`src/rtl/rr_arb_onehot_if.sv`:
```
// rr_arb_onehot_if -- handshake bundle for the round-robin one-hot arbiter.
//   v_vld/v_rdy/v_pld          : per-requester valid, ready and payload
//   out_vld/out_rdy/out_pld    : registered single-beat output stage
//   out_grant_onehot           : one-hot source index of the beat in out_pld
// Modports:
//   master : the environment (requesters + downstream sink)
//   slave  : the arbiter itself
interface rr_arb_onehot_if #(
  parameter int WIDTH     = 4,
  parameter int PLD_WIDTH = 32
);
  logic [WIDTH-1:0]     v_vld;
  logic [WIDTH-1:0]     v_rdy;
  logic [PLD_WIDTH-1:0] v_pld [WIDTH-1:0];
  logic                 out_vld;
  logic                 out_rdy;
  logic [PLD_WIDTH-1:0] out_pld;
  logic [WIDTH-1:0]     out_grant_onehot;

  modport master (
    output v_vld, v_pld, out_rdy,
    input  v_rdy, out_vld, out_pld, out_grant_onehot
  );

  modport slave (
    input  v_vld, v_pld, out_rdy,
    output v_rdy, out_vld, out_pld, out_grant_onehot
  );
endinterface

```
`src/rtl/rr_arb_onehot.sv`:
```
// rr_arb_onehot -- round-robin arbiter with a one-hot grant and a registered
// single-entry output stage (1 beat/cycle sustained).
// Ports:
//   clk  : clock, all state on the rising edge
//   rst  : asynchronous active-high reset
//   bus  : rr_arb_onehot_if.slave (requester side + output stage)
// The requester at or above the round-robin pointer with the lowest index
// wins; otherwise the lowest valid index wins (wrap). The pointer advances
// to winner+1 only on an accepted input beat.

// Per-requester slice: priority-window qualification and the AND term of
// the AND-OR payload mux.
module rr_arb_lane #(
  parameter int PLD_WIDTH = 32,
  parameter int PTR_W     = 2,
  parameter int IDX       = 0
) (
  input  logic                 vld,
  input  logic [PLD_WIDTH-1:0] pld,
  input  logic [PTR_W-1:0]     ptr,
  input  logic                 gnt,
  output logic                 hi_req,
  output logic [PLD_WIDTH-1:0] pld_term
);
  // Request sits in the "at or above ptr" window.
  assign hi_req   = vld & (PTR_W'(IDX) >= ptr);
  // Unselected payloads are forced to zero, so X on an idle lane never leaks.
  assign pld_term = pld & {PLD_WIDTH{gnt}};
endmodule

module rr_arb_onehot #(
  parameter int WIDTH     = 4,
  parameter int PLD_WIDTH = 32
) (
  input logic            clk,
  input logic            rst,
  rr_arb_onehot_if.slave bus
);
  localparam int PTR_W = (WIDTH > 1) ? $clog2(WIDTH) : 1;

  logic [PTR_W-1:0]                 ptr_q, ptr_d;
  logic                             out_vld_q, out_vld_d;
  logic [PLD_WIDTH-1:0]             out_pld_q, out_pld_d;
  logic [WIDTH-1:0]                 out_gnt_q, out_gnt_d;

  logic [WIDTH-1:0]                 hi_req;
  logic [WIDTH-1:0]                 grant_hi, grant_lo, grant;
  logic [WIDTH-1:0][PLD_WIDTH-1:0]  pld_term;
  logic [PLD_WIDTH-1:0]             sel_pld;
  logic [PTR_W-1:0]                 gnt_idx, ptr_nxt;
  logic                             load, hs;
  logic [WIDTH-1:0]                 v_rdy;

  for (genvar i = 0; i < WIDTH; i++) begin : g_lane
    rr_arb_lane #(
      .PLD_WIDTH (PLD_WIDTH),
      .PTR_W     (PTR_W),
      .IDX       (i)
    ) u_lane (
      .vld      (bus.v_vld[i]),
      .pld      (bus.v_pld[i]),
      .ptr      (ptr_q),
      .gnt      (grant[i]),
      .hi_req   (hi_req[i]),
      .pld_term (pld_term[i])
    );
  end

  // Lowest set bit isolated with x & -x: first within the window, else
  // first overall (wrap). Result is one-hot or zero by construction.
  always_comb begin
    grant_hi = hi_req & (~hi_req + WIDTH'(1));
    grant_lo = bus.v_vld & (~bus.v_vld + WIDTH'(1));
    grant    = (|hi_req) ? grant_hi : grant_lo;
  end

  // AND-OR payload mux and one-hot -> binary for the pointer update.
  always_comb begin
    sel_pld = '0;
    gnt_idx = '0;
    for (int i = 0; i < WIDTH; i++) begin
      sel_pld = sel_pld | pld_term[i];
      if (grant[i]) gnt_idx = gnt_idx | PTR_W'(i);
    end
    ptr_nxt = (gnt_idx == PTR_W'(WIDTH - 1)) ? '0 : gnt_idx + PTR_W'(1);
  end

  // Output stage is free when empty or draining this cycle. Ready is held
  // low during reset even though the stage reads as empty.
  always_comb begin
    load  = ~out_vld_q | bus.out_rdy;
    v_rdy = grant & {WIDTH{load & ~rst}};
    hs    = |(v_rdy & bus.v_vld);
  end

  always_comb begin
    out_vld_d = hs | (out_vld_q & ~bus.out_rdy);
    out_pld_d = hs ? sel_pld : out_pld_q;
    out_gnt_d = hs ? grant   : out_gnt_q;
    ptr_d     = hs ? ptr_nxt : ptr_q;
  end

  always_ff @(posedge clk or posedge rst) begin
    if (rst) begin
      out_vld_q <= 1'b0;
      out_pld_q <= '0;
      out_gnt_q <= '0;
      ptr_q     <= '0;
    end else begin
      out_vld_q <= out_vld_d;
      out_pld_q <= out_pld_d;
      out_gnt_q <= out_gnt_d;
      ptr_q     <= ptr_d;
    end
  end

  assign bus.v_rdy            = v_rdy;
  assign bus.out_vld          = out_vld_q;
  assign bus.out_pld          = out_pld_q;
  assign bus.out_grant_onehot = out_gnt_q;
endmodule

```
`src/flat_wrapper.sv`:
```
// flat-port wrapper written by rule: the top's interface ports become plain ports
module rr_arb_onehot_flat 
#(
  parameter int WIDTH     = 4,
  parameter int PLD_WIDTH = 32
)
  (clk, rst, bus_v_vld, bus_v_pld, bus_out_rdy, bus_v_rdy, bus_out_vld, bus_out_pld, bus_out_grant_onehot);
  rr_arb_onehot_if #(.WIDTH(WIDTH), .PLD_WIDTH(PLD_WIDTH)) bus_i ();
  input logic clk;
  input logic rst;
  input wire logic [$bits(bus_i.v_vld)-1:0] bus_v_vld;
  input wire logic [$bits(bus_i.v_pld)-1:0] bus_v_pld;
  input wire logic [$bits(bus_i.out_rdy)-1:0] bus_out_rdy;
  output wire logic [$bits(bus_i.v_rdy)-1:0] bus_v_rdy;
  output wire logic [$bits(bus_i.out_vld)-1:0] bus_out_vld;
  output wire logic [$bits(bus_i.out_pld)-1:0] bus_out_pld;
  output wire logic [$bits(bus_i.out_grant_onehot)-1:0] bus_out_grant_onehot;
  assign bus_i.v_vld = bus_v_vld;
  assign bus_i.v_pld = {>>{bus_v_pld}};
  assign bus_i.out_rdy = bus_out_rdy;
  assign bus_v_rdy = bus_i.v_rdy;
  assign bus_out_vld = bus_i.out_vld;
  assign bus_out_pld = bus_i.out_pld;
  assign bus_out_grant_onehot = bus_i.out_grant_onehot;
  rr_arb_onehot #(.WIDTH(WIDTH), .PLD_WIDTH(PLD_WIDTH)) u_core (.clk(clk), .rst(rst), .bus(bus_i));
endmodule
```
`config.mk`:
```
export PLATFORM = sky130hd
export DESIGN_NAME = rr_arb_onehot_flat
export DESIGN_NICKNAME = d
export VERILOG_FILES = /design/src/rtl/rr_arb_onehot_if.sv /design/src/rtl/rr_arb_onehot.sv /design/src/flat_wrapper.sv
export SDC_FILE = /design/constraint.sdc
export NUM_CORES = 1
export LEC_CHECK = 0
export CORE_AREA = 2 2 70 121
export DETAILED_ROUTE_END_ITERATION = 7
export DIE_AREA = 0 0 72 123
export PLACE_DENSITY = 0.82
export SYNTH_ARGS = -nofsm -noshare
export SYNTH_HDL_FRONTEND = slang
export SYNTH_HIERARCHICAL = 1
export SYNTH_SLANG_ARGS = --single-unit
```
`constraint.sdc`:
```
create_clock -name clk -period 6.8 [get_ports clk]
set_input_delay 1.36 -clock clk [delete_from_list [all_inputs] [get_ports clk]]
set_output_delay 1.36 -clock clk [all_outputs]
set_load 0.03 [all_outputs]
```
Word-level counts from Yosys, hierarchy flattened
Cells that the tools add are included.
Widths: inputs -> output; s select.
Operators by class
  bitwise logic cells: 24
  order comparisons: 4
  equal/unequal tests: 1
  reductions and logical operators: 2
  $add $sub $neg: 3
  mux-type cells: 5
Operators with widths (number)
  $and 32x32->32: 4
  $or 32x32->32: 3
  $and 4x4->4: 4
  $add 4x1->4 const B: 2
  $not 4->4: 2
  $reduce_or 4->1: 2
  $and 1x1->1: 6
  $mux 2: 3
  $ge 1x2->1 const A: 2
  $ge 2x2->1 const A: 2
  $mux 4: 1
  $not 1->1: 3
  $add 2x1->2 const B: 1
  $eq 2x2->1 const B: 1
  $or 1x1->1: 2
  $mux 1: 1
Word-level totals
  input bits: 135
  word-level logic and storage cells: 43
  output and inout bits: 41
  bits in registers: 39

Logic depth before layout (Yosys ltp)
  word-level depth: 11
  mapped depth: 8
  depth with buffers taken out: 6

By module
The synthesis kept the hierarchy.
By module, submodules not included
  rr_arb_onehot: cells an instance 150, instances 1, sequential area each 975.9 µm², area an instance 2010.7 µm²
  rr_arb_lane at u_core.g_lane[0].u_lane ...: cells an instance 36, instances 3, sequential area each 0.0 µm², area an instance 262.8 µm²
  rr_arb_lane at u_core.g_lane[1].u_lane: cells an instance 36, instances 1, sequential area each 0.0 µm², area an instance 261.5 µm²

Worst setup path after synthesis
OpenSTA, ideal clock, no wires.
  path type: input to output
  start: input port rst
  end: output port bus_v_rdy[0]
  arrival: 3.031 ns
  required time: 5.440 ns
  buffers on the path: 0
  setup slack: 2.409 ns
  cell stages on the path: 3
  path through: inv_1 nand2_1 nor2b_1
On the way
  word-level cells in the longest chain between the ends: 3
Ends and longest elaborated chain
  from (decl): RTL line flat_wrapper.sv:10  | input logic rst;
  $not 1->1: RTL line rr_arb_onehot.sv:92  | v_rdy = grant & {WIDTH{load & ~rst}};
  $and 1x1->1: RTL line rr_arb_onehot.sv:92
  $and 4x4->4: RTL line rr_arb_onehot.sv:92
  to (decl): RTL line flat_wrapper.sv:14  | output wire logic [$bits(bus_i.v_rdy)-1:0] bus_v_rdy;
Every way passes these cells.

Final worst setup path
  start: input port bus_v_vld[0]
  end: output port bus_v_rdy[2]
On the way
  word-level cells in the longest chain between the ends: 6
  elaborated cells on any way between the ends: 10
  those cells by class: add/sub (2); mux (1); bitwise (6); reduce/logical (1)
Ends and longest elaborated chain
  from (decl): RTL line flat_wrapper.sv:11  | input wire logic [$bits(bus_i.v_vld)-1:0] bus_v_vld;
  $and 1x1->1: RTL line rr_arb_onehot.sv:26  | assign hi_req = vld & (PTR_W'(IDX) >= ptr);
  $not 4->4: RTL line rr_arb_onehot.sv:72  | grant_hi = hi_req & (~hi_req + WIDTH'(1));
  $add 4x1->4: RTL line rr_arb_onehot.sv:72
  $and 4x4->4: RTL line rr_arb_onehot.sv:72
  $mux 4 *: RTL line rr_arb_onehot.sv:74  | grant = (|hi_req) ? grant_hi : grant_lo;
  via u_core.grant[2]: RTL line rr_arb_onehot.sv:47  | logic [WIDTH-1:0] grant_hi, grant_lo, grant;
  $and 4x4->4 *: RTL line rr_arb_onehot.sv:92
Mark *: on every way through the listed nets, which the timed path passes. The rest lies on a longest branch.

==> results_tabular.tex <==
\begin{tabular}{lr}
\hline
Metric & Value \\
\hline
\multicolumn{2}{l}{\textbf{Placement}} \\
Placed wire-length estimate & 7163 um \\
Total placed cells including tap cells & 544 \\
Port Buf Inserts & 175 \\
Global placer's final weighted congestion & 0.8217 \\
\multicolumn{2}{l}{\textbf{Hold path}} \\
Hold Path Origin & u\_core/bus.out\_pld[4] \\
Destination of the worst hold path & u\_core/bus.out\_pld[4] \\
Hold depth & 1 \\
Path category of the worst min-delay check & flop to flop \\
\multicolumn{2}{l}{\textbf{Yosys}} \\
Share of flip-flops with an asynchronous set or reset after synthesis & 1.000 \\
Number of nets in the synthesized netlist & 429 \\
Sequential element share of the synthesized area & 0.3189 \\
Largest cells by area after synthesis & sky130\_fd\_sc\_hd\_\_dfrtp\_1 32\%, sky130\_fd\_sc\_hd\_\_and2\_2 31\%, sky130\_fd\_sc\_hd\_\_mux2\_4 14\%, sky130\_fd\_sc\_hd\_\_or4\_1 7.8\%, sky130\_fd\_sc\_hd\_\_clkbuf\_2 2.1\% \\
Number of enable-type register cells in the synthesized netlist & 0 \\
Synth area leader & sky130\_fd\_sc\_hd\_\_dfrtp\_1 \\
Portion of synthesized cell area occupied by the leading cell type & 0.3189 \\
Netlist area before placement & 0.003060 mm2 \\
Dominant cell by count in the synthesized netlist & sky130\_fd\_sc\_hd\_\_and2\_2 \\
Synthesis Warnings & 6 \\
Synth unique cells & 29 \\
Mapped Avg Cell Area & 10.41 um2 \\
Synth cell count leaders & 128 x sky130\_fd\_sc\_hd\_\_and2\_2, 39 x sky130\_fd\_sc\_hd\_\_dfrtp\_1, 32 x sky130\_fd\_sc\_hd\_\_or4\_1 \\
Instance count of the mapped netlist & 294 \\
Most used flip-flop cell after synthesis & sky130\_fd\_sc\_hd\_\_dfrtp\_1 \\
Count of state elements after synthesis & 39 \\
\multicolumn{2}{l}{\textbf{Cells and area}} \\
Area growth from synthesis to layout & 62.76\% \\
Share of cells above drive strength 1 & 0.3853 \\
Final core occ & 0.6298 \\
Total number of nets in the final design & 596 \\
Antenna diodes & 0 \\
Fillers & 663 \\
Final std cells w/o fill & 552 \\
\multicolumn{2}{l}{\textbf{Route}} \\
DR pass1 iterations & 4 \\
Drt drc & 0 \\
Count of nets left with antenna violations after detail routing & 0 \\
Violation count after the first detailed-route iteration & 85 \\
Final wirelength & 9357 um \\
Post-detailed-route via-to-cell ratio & 5.056 \\
Via count & 2791 \\
Average wire length per cell after detail routing & 16.95 um \\
\multicolumn{2}{l}{\textbf{Power}} \\
Net switching share of the total power & 0.3889 \\
Internal cell power & 1.089 mW \\
Net switching power of the design & 0.6932 mW \\
Clk pwr share & 0.122 \\
Proportion of power drawn by flip-flops and latches & 0.235 \\
Pwr dens & 357.8 mW/mm2 \\
P\_leak & 2.178 nW \\
Max rail drop VDD & 160.9 uV \\
Pwr Total & 1.782 mW \\
Combinational Power Share & 0.643 \\
\multicolumn{2}{l}{\textbf{CTS}} \\
Count of instances resized after the clock tree is built & 0 \\
Clock buffers created by TritonCTS & 5 \\
TritonCTS clock tree & done \\
Num Clock Sinks & 39 \\
Reg clk slew, reported paths & 50 ps \\
Buffers from clock root to sink, at most & 2 \\
Post-CTS Setup Bufs & 0 \\
Clk Tree Root Cell & sky130\_fd\_sc\_hd\_\_clkbuf\_16 \\
CTS hold repair buffers & 0 \\
Clk Latency, worst-skew pair & 270 ps \\
Maximum level of the CTS H-tree & 2 \\
\multicolumn{2}{l}{\textbf{STA}} \\
RSZ-0062 raised after global routing & false \\
Shortest clock period the worst path allows after layout & 5784 ps \\
Aggregate negative setup slack & 0 ps \\
Normalized max-slew margin & 0.3238 \\
Final setup fails & 0 \\
Slew at the pin closest to its max-slew limit & 1012 ps \\
Max-slew violation count & 0 \\
Crit share post-route & 0.8505 \\
Final Hold Viols & 0 \\
Largest clock skew in the final design & 1.676 ps \\
Max frequency & 0.1729 GHz \\
Worst Hold Slack & 506.4 ps \\
\multicolumn{2}{l}{\textbf{Setup path}} \\
R2R depth & 6 \\
Reg2reg start & u\_core/ptr\_q[1] \\
Worst path arrival time & 4420 ps \\
Endpoint of the most critical register-to-register path & u\_core/bus.out\_pld[2] \\
Critical path start-end classification & input port to output port \\
Setup slack of the most critical reg-to-reg path & 3600 ps \\
Worst path required time & 5440 ps \\
Peak fanout along the critical path & 34 \\
Worst Setup Start Kind & input port \\
Worst setup EP type & output port \\
\multicolumn{2}{l}{\textbf{Global route}} \\
Total track usage & 0.2085 \\
Largest net degree at the start of global routing & 45 \\
Overflow after GRT & 0 \\
Number of global-route vias before repair & 3036 \\
Antenna violations before repair & 0 \\
First-pass GRT wire length & 14440 um \\
\multicolumn{2}{l}{\textbf{Run}} \\
Max capacitance violation total & 0 \\
\multicolumn{2}{l}{\textbf{Floorplan}} \\
Area of the die & 0.008856 mm2 \\
Count of boundary I/O pins & 176 \\
Number of core rows & 43 \\
Core area & 0.007909 mm2 \\
Starting utilization of the core area & 0.3870 \\
Die Width & 72 um \\
Vertical die dimension & 123 um \\
\multicolumn{2}{l}{\textbf{Outcome}} \\
Result of the run & complete, no violations \\
\hline
\end{tabular}
[cell type report]
type	count	area, um2	share of cell area
multi-input combinational	235	1977	0.3969
timing repair buffer	177	1767	0.3547
sequential	39	975.9	0.1959
clock buffer	7	132.6	0.02663
tap	90	112.6	0.02261
inverter	3	11.26	0.002261
clock inverter	1	5.005	0.001005
[cell usage in the layout (no fill, tap or decap), drive strengths merged]
cell type / count
clkdlybuf4s50: 175
and2: 128
dfrtp: 39
or4: 32
mux2: 32
nand2: 7
clkbuf: 7
nor2b: 6
o21ai: 4
nor3: 4
o2111ai: 4
inv: 3
nor3b: 2
nand2b: 2
nor4b: 2
nor2: 2
buf: 2
a21oi: 2
clkinv: 1
nand4: 1
or4b: 1
nor4: 1
o21a: 1
a21o: 1
mux2i: 1
o21ba: 1
a21boi: 1
[power groups by stage]
stage                     Combinational (mW)  Sequential [mW]  Clock, mW
after floorplan                        0.525            0.628          0
after global placement                  1.13            0.416          0
after detailed placement                1.15            0.421          0
after CTS                               1.15            0.420      0.224
after global routing                    1.21            0.433      0.235
final                                   1.15            0.419      0.218
[critical path, stage by stage]
cell	delay, ps
sky130_fd_sc_hd__clkdlybuf4s50_1	650
sky130_fd_sc_hd__nor3b_1	860
sky130_fd_sc_hd__nor2_1	150
sky130_fd_sc_hd__o21a_1	520
sky130_fd_sc_hd__nor2b_1	300
sky130_fd_sc_hd__clkdlybuf4s50_1	590
[metal layers]
metal  GRT usage  routed length, um
met1      0.2136               3299
met2      0.4022               5365
met3     0.03178                399
met5           0                  0
met4     0.09788                292
[flip-flops by register name, summed over array words and instances (netlist names)]
name	count
u_core/ptr_q	2
u_core/bus.out_grant_onehot	4
u_core/bus.out_vld	1
u_core/bus.out_pld	32
[per-stage QoR]
| stage | setup WS, ps | instance area, um2 |
|---|---|---|
| 6_report | 1016 | 4981 |
| 3_3_place_gp | 1207 | 4843 |
| 2_1_floorplan | 2409 | 3060 |
| 3_5_place_dp | 1010 | 4843 |
| 4_1_cts | 1044 | 4981 |
| 5_1_grt | 830.7 | 4981 |
[how the worst max path moves through the flow]
stage,start,slack [ps],to
after floorplan,rst,2410,bus_v_rdy[0]
after global placement,bus_v_vld[2],1210,bus_v_rdy[2]
after detailed placement,bus_v_vld[0],1010,bus_v_rdy[2]
after CTS,bus_v_vld[0],1040,bus_v_rdy[2]
after global routing,bus_v_vld[0],830,bus_v_rdy[2]
final,bus_v_vld[0],1020,bus_v_rdy[2]
[kinds of logic after synthesis]
family	share of synthesized area
compound gates	0.03639
buf+inv	0.03843
flops	0.3189
mux	0.1554
simple gates	0.4509
No activity file was read; power rests on OpenSTA's default activity.
